`src/rtl/mont_mul_pipe_pkg.sv`:
```
// Shared constants for the Montgomery multiplier pipeline.
// Default operand width, multiplier register depth and tag width used as
// parameter defaults by mont_mul_pipe and its multiplier sub-module.
package mont_mul_pipe_pkg;

  localparam int unsigned DefDataWidth = 16;
  localparam int unsigned DefMulLat    = 2;
  localparam int unsigned DefTagWidth  = 4;

endpackage

```
`src/rtl/mont_mul_pipe_mul.sv`:
```
// Unsigned DW x DW -> 2*DW multiplier with MUL_LAT enabled register stages.
// Ports:
//   clk_i, rst_ni  clock, asynchronous active-low reset
//   en_i           advance enable; all stages hold when low
//   a_i, b_i       operands
//   prod_o         product, MUL_LAT advancing cycles after the operands
module mont_mul_pipe_mul
  import mont_mul_pipe_pkg::*;
#(
  parameter int unsigned DW      = DefDataWidth,
  parameter int unsigned MUL_LAT = DefMulLat
) (
  input  logic            clk_i,
  input  logic            rst_ni,
  input  logic            en_i,
  input  logic [DW-1:0]   a_i,
  input  logic [DW-1:0]   b_i,
  output logic [2*DW-1:0] prod_o
);

  logic [2*DW-1:0] prod_q [MUL_LAT];

  always_ff @(posedge clk_i or negedge rst_ni) begin
    if (!rst_ni) begin
      for (int i = 0; i < MUL_LAT; i++) prod_q[i] <= '0;
    end else if (en_i) begin
      prod_q[0] <= {{DW{1'b0}}, a_i} * {{DW{1'b0}}, b_i};
      for (int i = 1; i < MUL_LAT; i++) prod_q[i] <= prod_q[i-1];
    end
  end

  assign prod_o = prod_q[MUL_LAT-1];

endmodule

```
`src/rtl/mont_mul_pipe.sv`:
```
// Fully pipelined Montgomery multiplier: out = a*b*R^-1 mod p, R = 2^DW,
// fully reduced into [0, p). Modulus, constant mu and tag travel with each op.
// Ports:
//   clk_i, rst_ni               clock, asynchronous active-low reset
//   in_valid_i / in_ready_o     input handshake (in_ready_o is combinational)
//   in_a_i, in_b_i, in_p_i      operands (< p) and odd modulus (< 2^(DW-1))
//   in_mu_i                     -p^-1 mod 2^DW
//   in_tag_i                    opaque tag returned with the result
//   out_valid_o / out_ready_i   output handshake
//   out_data_o, out_tag_o       result and its tag
module mont_mul_pipe
  import mont_mul_pipe_pkg::*;
#(
  parameter int unsigned DW      = DefDataWidth,
  parameter int unsigned MUL_LAT = DefMulLat,
  parameter int unsigned TAG_W   = DefTagWidth
) (
  input  logic             clk_i,
  input  logic             rst_ni,
  input  logic             in_valid_i,
  output logic             in_ready_o,
  input  logic [DW-1:0]    in_a_i,
  input  logic [DW-1:0]    in_b_i,
  input  logic [DW-1:0]    in_p_i,
  input  logic [DW-1:0]    in_mu_i,
  input  logic [TAG_W-1:0] in_tag_i,
  output logic             out_valid_o,
  input  logic             out_ready_i,
  output logic [DW-1:0]    out_data_o,
  output logic [TAG_W-1:0] out_tag_o
);

  // Side-band carried alongside the a*b multiplier.
  typedef struct packed {
    logic             v;
    logic [DW-1:0]    p;
    logic [DW-1:0]    mu;
    logic [TAG_W-1:0] tag;
  } sb_a_t;

  // Side-band carried alongside the m and m*p multipliers.
  typedef struct packed {
    logic             v;
    logic [DW-1:0]    p;
    logic [DW-1:0]    th;
    logic             c;
    logic [TAG_W-1:0] tag;
  } sb_bc_t;

  logic adv;
  logic out_valid_q;
  logic [DW-1:0] out_data_q;
  logic [TAG_W-1:0] out_tag_q;

  sb_a_t  sb_a_q [MUL_LAT];
  sb_bc_t sb_b_q [MUL_LAT];
  sb_bc_t sb_c_q [MUL_LAT];
  sb_a_t  sb_a_d, a_out;
  sb_bc_t sb_b_d, b_out, c_out;

  logic [2*DW-1:0] prod_t, prod_m, prod_mp;
  logic [DW:0] u, red;

  // One global advance: the whole pipe moves unless a result is being held.
  assign adv        = ~out_valid_q | out_ready_i;
  assign in_ready_o = adv;

  assign a_out = sb_a_q[MUL_LAT-1];
  assign b_out = sb_b_q[MUL_LAT-1];
  assign c_out = sb_c_q[MUL_LAT-1];

  mont_mul_pipe_mul #(.DW(DW), .MUL_LAT(MUL_LAT)) u_mul_t (
    .clk_i  (clk_i),
    .rst_ni (rst_ni),
    .en_i   (adv),
    .a_i    (in_a_i),
    .b_i    (in_b_i),
    .prod_o (prod_t)
  );

  mont_mul_pipe_mul #(.DW(DW), .MUL_LAT(MUL_LAT)) u_mul_m (
    .clk_i  (clk_i),
    .rst_ni (rst_ni),
    .en_i   (adv),
    .a_i    (prod_t[DW-1:0]),
    .b_i    (a_out.mu),
    .prod_o (prod_m)
  );

  mont_mul_pipe_mul #(.DW(DW), .MUL_LAT(MUL_LAT)) u_mul_mp (
    .clk_i  (clk_i),
    .rst_ni (rst_ni),
    .en_i   (adv),
    .a_i    (prod_m[DW-1:0]),
    .b_i    (b_out.p),
    .prod_o (prod_mp)
  );

  always_comb begin
    sb_a_d     = '0;
    sb_a_d.v   = in_valid_i & adv;
    sb_a_d.p   = in_p_i;
    sb_a_d.mu  = in_mu_i;
    sb_a_d.tag = in_tag_i;

    sb_b_d     = '0;
    sb_b_d.v   = a_out.v;
    sb_b_d.p   = a_out.p;
    sb_b_d.th  = prod_t[2*DW-1:DW];
    // T_L + (m*p)_L is 0 mod R, so the low half carries exactly when T_L != 0.
    sb_b_d.c   = |prod_t[DW-1:0];
    sb_b_d.tag = a_out.tag;

    u   = {1'b0, c_out.th} + {1'b0, prod_mp[2*DW-1:DW]} + {{DW{1'b0}}, c_out.c};
    red = (u >= {1'b0, c_out.p}) ? (u - {1'b0, c_out.p}) : u;
  end

  always_ff @(posedge clk_i or negedge rst_ni) begin
    if (!rst_ni) begin
      for (int i = 0; i < MUL_LAT; i++) begin
        sb_a_q[i] <= '0;
        sb_b_q[i] <= '0;
        sb_c_q[i] <= '0;
      end
      out_valid_q <= 1'b0;
      out_data_q  <= '0;
      out_tag_q   <= '0;
    end else if (adv) begin
      sb_a_q[0] <= sb_a_d;
      sb_b_q[0] <= sb_b_d;
      sb_c_q[0] <= b_out;
      for (int i = 1; i < MUL_LAT; i++) begin
        sb_a_q[i] <= sb_a_q[i-1];
        sb_b_q[i] <= sb_b_q[i-1];
        sb_c_q[i] <= sb_c_q[i-1];
      end
      out_valid_q <= c_out.v;
      out_data_q  <= red[DW-1:0];
      out_tag_q   <= c_out.tag;
    end
  end

  assign out_valid_o = out_valid_q;
  assign out_data_o  = out_data_q;
  assign out_tag_o   = out_tag_q;

  // Product halves not needed by the reduction; u < 2p < 2^DW keeps red[DW] clear.
  logic unused_bits;
  assign unused_bits = ^{prod_m[2*DW-1:DW], prod_mp[DW-1:0], red[DW]};

endmodule

```
`config.mk`:
```
export PLATFORM = sky130hd
export DESIGN_NAME = mont_mul_pipe
export DESIGN_NICKNAME = d
export VERILOG_FILES = /design/src/rtl/mont_mul_pipe_pkg.sv /design/src/rtl/mont_mul_pipe_mul.sv /design/src/rtl/mont_mul_pipe.sv
export SDC_FILE = /design/constraint.sdc
export NUM_CORES = 2
export LEC_CHECK = 0
export ABC_CLOCK_PERIOD_IN_PS = 5600
export CAP_MARGIN = 40
export CELL_PAD_IN_SITES_DETAIL_PLACEMENT = 1
export CELL_PAD_IN_SITES_GLOBAL_PLACEMENT = 2
export CORE_AREA = 2 2 347 349
export DETAILED_ROUTE_END_ITERATION = 12
export DIE_AREA = 0 0 349 351
export GPL_TIMING_DRIVEN = 0
export HOLD_SLACK_MARGIN = 0.06
export PLACE_DENSITY_LB_ADDON = 0.1
export SYNTH_ARGS = -nofsm -noshare
export SYNTH_HDL_FRONTEND = slang
export SYNTH_HIERARCHICAL = 1
export SYNTH_SLANG_ARGS = --single-unit
```
`constraint.sdc`:
```
create_clock -name clk_i -period 5.6 [get_ports clk_i]
set_clock_uncertainty 0.15 [all_clocks]
set_input_delay 1.12 -clock clk_i [delete_from_list [all_inputs] [get_ports clk_i]]
set_output_delay 1.12 -clock clk_i [all_outputs]
set_load 0.03 [all_outputs]
```
==> flow_summary.ini <==
[global_routing]
overflow = 0
antenna_found_initial = 6
grt_pass1_vias = 31470
groute.usage.overall_pct = 21.02
grt_max_degree = 110
grt_pass1_wl_um = 194900

[worst_setup_path]
cp_cell_sequence = clkbuf_16 > and2_4 > fa_1 > inv_2 > fa_2 > inv_2 > fa_1 > fa_2 > fa_1 > inv_2 > fa_2 > inv_2 > ha_4 > nand2_4 > o21a_4 > inv_2 > a2111oi_4 > buf_4 > buf_6 > nor4_4 > mux2i_1 > nand2_1
cp.depth = 22
crit_family = adder cells
crit_buf_inv = 8
rr_endpoint = u_mul_mp/prod_q[62]
worstSetupStartpointType = flip-flop
worstSetupEndpointType = flip-flop
cp_common_cell = inv_2
crit-reg2reg-launch = b_out[27]
cp_slowest_cell = fa_2
worstPathMaxFanout = 5
crit_arrival_ns = 6.39
cp_data_required_time_ns = 5.95
path_class = flip-flop to flip-flop
ff2ff_setup_slack_ns = -0.43
reg2regPathDepth = 22
cpPeakStageDelay_ns = 0.60

[floorplanning]
num_io_pins = 94
fp.dieW_um = 349
die_h_um = 351
dieArea_um2 = 122500
num_rows = 127
start_util_pct = 31.44
fp.coreArea_um2 = 119000

[routing]
num_vias = 28100
dr.pass1.iters = 4
drtIter0Drc = 1186
final_antenna_net_count = 0
drt_wl_total_um = 125700
drc = 0
wl_per_cell_um = 20.77
viasPerCell = 4.642

[timing]
fmax_ghz = 0.1657
layout_setup_ws_ns = -0.4348
report.final.hold_viol_count = 0
slew_headroom_pct = 44.45
period_share_pct = 107.8
tightest_slew_ns = 0.8332
period_needed_ns = 6.035
finalMaxSlewViolations = 0
setup_viol = 34
grt_setup_unrepaired = true

[outcome]
violations = setup timing
outcome = complete, but fails checks

[clocking]
max-clock-path-buffers = 3
cts_buffers = 48
cts.reportedPaths.clkPinSlew_ns = 0.06
clock-sinks = 375
htree_levels = 2
worst_skew_pair.late_latency_ns = 0.63
root_buffer = clkbuf_16
tritoncts = done

[layout]
fin_nets = 5311
syn2layout_area_growth_pct = 24.44
drive_gt1_share_pct = 20.28

[place]
dpl.hpwl_um = 97190
port_buffers = 93
gp_congestion = 0.8147
pre_cts_ws_ns = -2.154

[worst_hold_path]
min_path_type = flip-flop to flip-flop
hold_depth = 2
hold_start = sb_b_q[67]
min_to = b_out[29]

[yosys]
netlist_area_um2 = 37420
synth_warnings = 6
synth_cells = 4117
syn_nets = 4963
syn_avg_cell_area_um2 = 9.090

[flow_run]
cap_violations = 0
flip-flops by register name, summed over array words and instances, names as in the netlist:
register	count
a_out	37
b_out	38
c_out	38
out_data_o	16
out_tag_o	4
out_valid_o	1
sb_a_q	37
sb_b_q	38
sb_c_q	38
u_mul_m/prod_o	16
u_mul_m/prod_q	16
u_mul_mp/prod_o	16
u_mul_mp/prod_q	16
u_mul_t/prod_o	32
u_mul_t/prod_q	32
metrics by stage:
step            TNS, ns  utilization (%)  hold WS (ns)  cells  cell area [um2]
2_1_floorplan    -7.289                -        0.2800   4117            37850
3_3_place_gp   -5688.71            34.21        0.3000   5758            40720
3_5_place_dp     -66.29            34.37        0.3051   5768            40900
4_1_cts          -8.089            38.11        0.2877   5990            45360
5_1_grt          -13.24            39.12        0.3171   6051            46560
6_report         -8.271            39.13        0.2985   6053            46570
timing repair:
action,in CTS,in global routing
pin swaps,146,141
gates cloned,2,2
setup buffers,137,67
resized for setup,601,200
setup endpoints to repair,46,41
hold buffers,0,0
worst min-delay path: stages (launching register included):
cell and delay (ns):
dfrtp_1 0.34, nand2_1 0.05, nand2_1 0.05
layout make-up:
type / instances / area, um2
Inverter: 610 / 2290
Fill cell: 13500 / 72450
Clock inverter: 22 / 259.0
Timing Repair Buffer: 308 / 2960
Clock buffer: 66 / 1369
Buffer: 245 / 2336
Tap cell: 1548 / 1937
Multi-Input combinational cell: 2877 / 25980
Antenna cell: 2 / 5.005
Sequential cell: 375 / 9432
placed cells by master, fill, tap and decap left out, types with 59 or more instances in the layout:
cell,count
mux2_2,89
nor2_1,72
and2_1,283
clkbuf_1,94
clkbuf_16,81
inv_1,556
ha_1,255
clkdlybuf4s50_1,61
dfrtp_1,353
a21oi_1,66
buf_4,222
fa_1,454
buf_6,59
nand2_1,1060
how the worst max path moves through the flow:
stage	end	from
detailed placement	u_mul_t/prod_q[58]	in_b_i[15]
finish	u_mul_mp/prod_q[62]	b_out[27]
global route	u_mul_mp/prod_q[58]	b_out[27]
floorplan	u_mul_t/prod_q[59]	in_a_i[3]
global placement	out_data_o[6]	rst_ni
CTS	u_mul_mp/prod_q[58]	b_out[32]
routing by layer:
layer  vias up  wire (um)  track usage (%)
li1      13310          -                -
met5         -         50                0
met2       302      62160            36.95
met4         8       2233            3.950
met3       119       3270            2.094
met1     14360      58020            28.17
Power is left out: the tool's default activity adds up to more than one toggle a clock period on the data nets, which glitch-free logic cannot reach.
